[src/rtl/pipes_pkg.sv]
// Shared types and constants for the divide front-end: op encoding, FSM states, signed MIN values.
// Op encoding puts W-ness, REM-ness and unsignedness on separate bits so decode is plain bit picks.
package pipes;

    typedef enum logic [2:0] {
        DIV   = 3'd0,
        DIVU  = 3'd1,
        REM   = 3'd2,
        REMU  = 3'd3,
        DIVW  = 3'd4,
        DIVUW = 3'd5,
        REMW  = 3'd6,
        REMUW = 3'd7
    } div_op_t;

    typedef enum logic [2:0] {
        IDLE    = 3'd0,
        ISSUE   = 3'd1,
        WAIT    = 3'd2,
        CAPTURE = 3'd3,
        RESP    = 3'd4,
        DRAIN   = 3'd5
    } div_state_t;

    localparam logic [63:0] SMIN64 = 64'h8000_0000_0000_0000;
    localparam logic [31:0] SMIN32 = 32'h8000_0000;

    function automatic logic op_is_w(input logic [2:0] op);
        return op[2];
    endfunction

    function automatic logic op_is_rem(input logic [2:0] op);
        return op[1];
    endfunction

    function automatic logic op_is_unsigned(input logic [2:0] op);
        return op[0];
    endfunction

endpackage

[src/rtl/div_sign_fix.sv]
// Combinational sign fix-up of the unsigned core result, with divide-by-zero / overflow forcing.
// Zero latency; no flow control. W ops sign-extend bit 31 of the selected quotient or remainder.
module div_sign_fix
    import pipes::*;
#(
    parameter int WIDTH = 64
) (
    input  logic [WIDTH-1:0] uq_i,
    input  logic [WIDTH-1:0] ur_i,
    input  logic             neg_q_i,
    input  logic             neg_r_i,
    input  logic [2:0]       op_i,
    input  logic             dz_i,
    input  logic             ovf_i,
    input  logic [WIDTH-1:0] a_i,
    output logic [WIDTH-1:0] result_o
);

    logic [WIDTH-1:0] q;
    logic [WIDTH-1:0] r;
    logic [WIDTH-1:0] sel;

    always_comb begin
        q = neg_q_i ? -uq_i : uq_i;
        r = neg_r_i ? -ur_i : ur_i;
        if (dz_i) begin
            q = '1;
            r = a_i;
        end else if (ovf_i) begin
            q = op_is_w(op_i) ? {{(WIDTH-32){1'b1}}, SMIN32} : SMIN64[WIDTH-1:0];
            r = '0;
        end
        sel      = op_is_rem(op_i) ? r : q;
        result_o = op_is_w(op_i) ? {{(WIDTH-32){sel[31]}}, sel[31:0]} : sel;
    end

endmodule

[src/rtl/div_frontend.sv]
// RV64M divide/remainder front-end around an unsigned multicycle core; DIV_FASTPATH_EN short-cuts /0 and overflow.
// Latency: WIDTH+4 cycles from accept via the core, 1 cycle on the fast path.
// Backpressure: in_ready low while busy; out_valid is a one-cycle pulse with no backpressure; flush kills in-flight work.
module div_frontend
    import pipes::*;
#(
    parameter int WIDTH = 64
) (
    input  logic               clk,
    input  logic               reset,
    input  logic               in_valid,
    output logic               in_ready,
    input  logic [2:0]         in_op,
    input  logic [WIDTH-1:0]   in_a,
    input  logic [WIDTH-1:0]   in_b,
    input  logic               flush,
    output logic               out_valid,
    output logic [WIDTH-1:0]   out_result,
    output logic               div_valid,
    output logic [WIDTH-1:0]   div_a,
    output logic [WIDTH-1:0]   div_b,
    input  logic               div_done,
    input  logic [2*WIDTH-1:0] div_c
);

    div_state_t       state_q;
    logic             in_ready_q, div_valid_q, out_valid_q;
    logic [2:0]       op_q;
    logic             neg_q_q, neg_r_q, dz_q;
    logic [WIDTH-1:0] a_q, mag_a_q, mag_b_q, result_q;

    logic             acc_w_d, acc_s_d, sa_d, sb_d, dz_d, accept;
    logic [WIDTH-1:0] a_ext_d, b_ext_d, mag_a_d, mag_b_d;

    logic [2:0]       fix_op;
    logic             fix_neg_q, fix_neg_r, fix_dz, fix_ovf;
    logic [WIDTH-1:0] fix_a, fix_result;

    // flush wins over any handshake or pulse in the same cycle
    assign accept     = in_valid & in_ready_q & ~flush;
    assign in_ready   = in_ready_q & ~flush;
    assign div_valid  = div_valid_q & ~flush;
    assign out_valid  = out_valid_q & ~flush;
    assign out_result = result_q;
    assign div_a      = mag_a_q;
    assign div_b      = mag_b_q;

    assign acc_w_d = op_is_w(in_op);
    assign acc_s_d = ~op_is_unsigned(in_op);
    assign a_ext_d = acc_w_d ? {{(WIDTH-32){in_a[31] & acc_s_d}}, in_a[31:0]} : in_a;
    assign b_ext_d = acc_w_d ? {{(WIDTH-32){in_b[31] & acc_s_d}}, in_b[31:0]} : in_b;
    assign sa_d    = acc_s_d & a_ext_d[WIDTH-1];
    assign sb_d    = acc_s_d & b_ext_d[WIDTH-1];
    assign mag_a_d = sa_d ? -a_ext_d : a_ext_d;
    assign mag_b_d = sb_d ? -b_ext_d : b_ext_d;
    assign dz_d    = (b_ext_d == '0);

`ifdef DIV_FASTPATH_EN
    logic ovf_d;
    logic sel_acc;

    assign ovf_d = acc_s_d & (b_ext_d == '1) &
                   (a_ext_d == (acc_w_d ? {{(WIDTH-32){1'b1}}, SMIN32} : SMIN64[WIDTH-1:0]));
    // In IDLE the fix-up sees the incoming request so special cases can answer in one cycle
    assign sel_acc   = (state_q == IDLE);
    assign fix_op    = sel_acc ? in_op : op_q;
    assign fix_neg_q = sel_acc ? (sa_d ^ sb_d) : neg_q_q;
    assign fix_neg_r = sel_acc ? sa_d : neg_r_q;
    assign fix_dz    = sel_acc ? dz_d : dz_q;
    assign fix_ovf   = sel_acc & ovf_d;
    assign fix_a     = sel_acc ? a_ext_d : a_q;
`else
    assign fix_op    = op_q;
    assign fix_neg_q = neg_q_q;
    assign fix_neg_r = neg_r_q;
    assign fix_dz    = dz_q;
    assign fix_ovf   = 1'b0;
    assign fix_a     = a_q;
`endif

    div_sign_fix #(.WIDTH(WIDTH)) u_sign_fix (
        .uq_i     (div_c[WIDTH-1:0]),
        .ur_i     (div_c[2*WIDTH-1:WIDTH]),
        .neg_q_i  (fix_neg_q),
        .neg_r_i  (fix_neg_r),
        .op_i     (fix_op),
        .dz_i     (fix_dz),
        .ovf_i    (fix_ovf),
        .a_i      (fix_a),
        .result_o (fix_result)
    );

    always_ff @(posedge clk) begin
        if (reset) begin
            state_q     <= IDLE;
            in_ready_q  <= 1'b1;
            div_valid_q <= 1'b0;
            out_valid_q <= 1'b0;
            op_q        <= '0;
            neg_q_q     <= 1'b0;
            neg_r_q     <= 1'b0;
            dz_q        <= 1'b0;
            a_q         <= '0;
            mag_a_q     <= '0;
            mag_b_q     <= '0;
            result_q    <= '0;
        end else begin
            case (state_q)
                IDLE: begin
                    if (accept) begin
                        op_q       <= in_op;
                        neg_q_q    <= sa_d ^ sb_d;
                        neg_r_q    <= sa_d;
                        dz_q       <= dz_d;
                        a_q        <= a_ext_d;
                        mag_a_q    <= mag_a_d;
                        mag_b_q    <= mag_b_d;
                        in_ready_q <= 1'b0;
`ifdef DIV_FASTPATH_EN
                        if (dz_d | ovf_d) begin
                            result_q    <= fix_result;
                            out_valid_q <= 1'b1;
                            state_q     <= RESP;
                        end else begin
                            div_valid_q <= 1'b1;
                            state_q     <= ISSUE;
                        end
`else
                        div_valid_q <= 1'b1;
                        state_q     <= ISSUE;
`endif
                    end
                end
                ISSUE: begin
                    div_valid_q <= 1'b0;
                    if (flush) begin
                        in_ready_q <= 1'b1;
                        state_q    <= IDLE;
                    end else begin
                        state_q <= WAIT;
                    end
                end
                WAIT: begin
                    if (flush) begin
                        state_q <= DRAIN;
                    end else if (div_done) begin
                        state_q <= CAPTURE;
                    end
                end
                CAPTURE: begin
                    if (flush) begin
                        in_ready_q <= 1'b1;
                        state_q    <= IDLE;
                    end else begin
                        result_q    <= fix_result;
                        out_valid_q <= 1'b1;
                        state_q     <= RESP;
                    end
                end
                RESP: begin
                    out_valid_q <= 1'b0;
                    in_ready_q  <= 1'b1;
                    state_q     <= IDLE;
                end
                DRAIN: begin
                    if (div_done) begin
                        in_ready_q <= 1'b1;
                        state_q    <= IDLE;
                    end
                end
                default: begin
                    div_valid_q <= 1'b0;
                    out_valid_q <= 1'b0;
                    in_ready_q  <= 1'b1;
                    state_q     <= IDLE;
                end
            endcase
        end
    end

endmodule
[config.mk]
export PLATFORM = sky130hd
export DESIGN_NAME = div_frontend
export DESIGN_NICKNAME = d
export VERILOG_FILES = /design/src/rtl/pipes_pkg.sv /design/src/rtl/div_sign_fix.sv /design/src/rtl/div_frontend.sv
export SDC_FILE = /design/constraint.sdc
export NUM_CORES = 1
export LEC_CHECK = 0
export BUFFER_PORTS_ARGS = -buffer_cell sky130_fd_sc_hd__buf_4
export CAP_MARGIN = 5
export CORE_MARGIN = 2
export CORE_UTILIZATION = 55
export CTS_CLUSTER_SIZE = 40
export DETAILED_ROUTE_END_ITERATION = 6
export HOLD_SLACK_MARGIN = 0.1
export PLACE_DENSITY_LB_ADDON = 0.2
export SYNTH_ARGS = -nofsm -noshare
export SYNTH_HDL_FRONTEND = slang
export SYNTH_HIERARCHICAL = 1
export SYNTH_SLANG_ARGS = --single-unit
[constraint.sdc]
create_clock -name clk -period 4.5 [get_ports clk]
set_clock_uncertainty 0.15 [all_clocks]
set_input_delay 0.9 -clock clk [delete_from_list [all_inputs] [get_ports clk]]
set_output_delay 0.9 -clock clk [all_outputs]
set_load 0.1 [all_outputs]
==> run metrics <==
status=finished clean; CTS resizes=0; drt first pass iters=7; Core Util, Final=0.7036; die area=34320 um^2; Critical Path End Type=register; Pwr Density=310.5 nW/um^2; number of antenna diodes=0; Worst Path Required=4780 ps; Hold Buf Count CTS=0; setup TNS=0 ps; core area=32450 um^2; synthesized area per cell=7.240 um^2; CTS H-tree lvls=1; pre-CTS WS=~440 ps; Hold Path Sink=div_b[35]; Clock Tree Buf Depth=3; Hold Crit Depth=2; critical path, cell by cell=buf_4 -> or4_4 -> or4_4 -> or4_4 -> nor4_1 -> nor3_1 -> a31oi_1 -> a41oi_1 -> nand2_1 -> a21oi_1; Finish-stage setup viols=0; crit path time final=3536 ps; vias in the first global route=20760; Clock Pin Slew Worst Setup and Hold Paths=70 ps; reg2reg end=out_result[52]; Pins Over Slew Limit=0; Post-Layout Cell Count=3324; Root Driver=clkbuf_16; Detail Placement HPWL=just under 60000 um; Power Total=7.089 mW; DRC Markers=0; CP Launch Type=input pin; maxcap violations=0; post-CTS setup buffers=0; Top cell by count, worst path=or4_4; CTS Buf Count=30; worst skew pair latency=600 ps; yosys warns=6; Initial Utilization=0.5568; fmax=0.2828 GHz; Max IR drop VDD=0.3241 mV; Reg2Reg Depth=10; kind of critical path=input pin to register; RSZ-0062 raised after global routing=no; Hold Vio Cnt, Final=0; IO Pins=~460; row count=66; Chip Height=between 150 and 200 um; crit path max fanout=6; grt total ovfl=0; fraction of layout cells with a size suffix above 1=0.2214; Final Worst Setup Slack=963.6 ps; Arr. time, crit path=3810 ps; Least-Margin Pin Slew=roughly 1300 ps; Port Buf Inserts=458; Cells after DPL=3269; final WL=a little over 80000 um; first-pass GRT wire length=between 100000 and 150000 um; HP Start=div_b[35]; initial antenna violation count=1; Post-Synthesis Cells=2496; largest net degree at the start of global routing=159; initial DRC count=between 3000 and 4000; P_leak=8.555 nW; Die X=185.3 um; area growth from synthesis to layout=26.36%; via count=approximately 22000; reg2reg start=fix_op[1]; CTS tree=yes; hold crit path type=register to register; period utilization=0.7859; DR WL/cell=between 20 and 25 um; vias per cell=6.729; Post-DRT Antenna Nets=0; CP max-delay cell=or4_4; Max-slew headroom=0.1127; CTS sink count=roughly 270; CP max stage delay=630 ps; Netlist Area Pre-Place=18070 um^2; Final GP Congestion=~1.0; gr usage total=0.4501; R2R setup slack=1380 ps; NumNets Final=3127
[cell type report]
class / count / area, um^2
Clock inverter: 22 / 185.2
Tap cell: 442 / 553.0
Fill cell: 2633 / 9619
Timing Repair Buffer: 517 / 3935
Clock buffer: 33 / 782.0
Sequential cell: 266 / 5325
Multi-Input combinational cell: 2026 / 11990
Inverter: 18 / 67.56
[flip-flops by register name (all words and copies together), names as in the netlist, 2 cells and up]
name and cells:
fix_op 2, state_q 3, a_q 64, out_result 64, div_b 64, div_a 63
[worst max path at each step]
stage,start,to,cells after the start
2_1_floorplan,div_c[91],out_result[57],10
3_3_place_gp,div_c[13],out_result[58],10
3_5_place_dp,div_c[13],out_result[58],10
4_1_cts,div_c[13],out_result[58],10
5_1_grt,div_c[64],out_result[60],13
6_report,div_c[13],out_result[58],10
[critical path: cells and delay by family]
family,cells,cell delay [ps]
buffers and inverters,1,120
AOI/OAI and AO/OA,3,360
and+or+nand+nor,6,2430
[metrics by stage]
step	area [um^2]	hold slack, ps
final	22830	299.9
after global routing	22830	322.4
after CTS	22830	303.7
after detailed placement	21870	295.2
after global placement	21870	291.5
after floorplan	18090	281.2
[routing by layer]
metal	vias up	track usage	share of wire
met3	393	0.1203	0.13
met5	-	0	0.00020
li1	9887	-	-
met4	2	0.2778	0.072
met2	1782	0.7328	0.45
met1	10300	0.5267	0.34
[report_power, final]
part	internal [mW]	switching (mW)	total, mW
sequential	2.48	0.0897	2.57
combinational	0.617	1.48	2.10
clock	1.28	1.15	2.43
[layout by cell type, fill, tap and decap left out, types with 8 or more instances in the layout]
cell type and count:
a211o_1 12, nand4_1 28, inv_1 15, and3_1 15, a22oi_1 16, dfxtp_1 266
or2_2 16, a221o_1 8, nand3_1 50, nand2b_1 17, xnor2_1 104, clkbuf_16 30
or4_1 33, nand2_1 390, mux2i_1 22, nor2_1 223, or4_4 8, nor4_1 51
a221oi_1 25, a31oi_1 43, or3_1 35, nor3_1 100, a21oi_1 248, o211ai_1 9
buf_4 512, a21o_1 31, o41ai_1 25, xor2_1 77, a41oi_1 20, and2_1 9
o31a_1 8, o21ai_0 150, a211oi_1 61, o31ai_1 42
(Power assumes the default switching activity.)
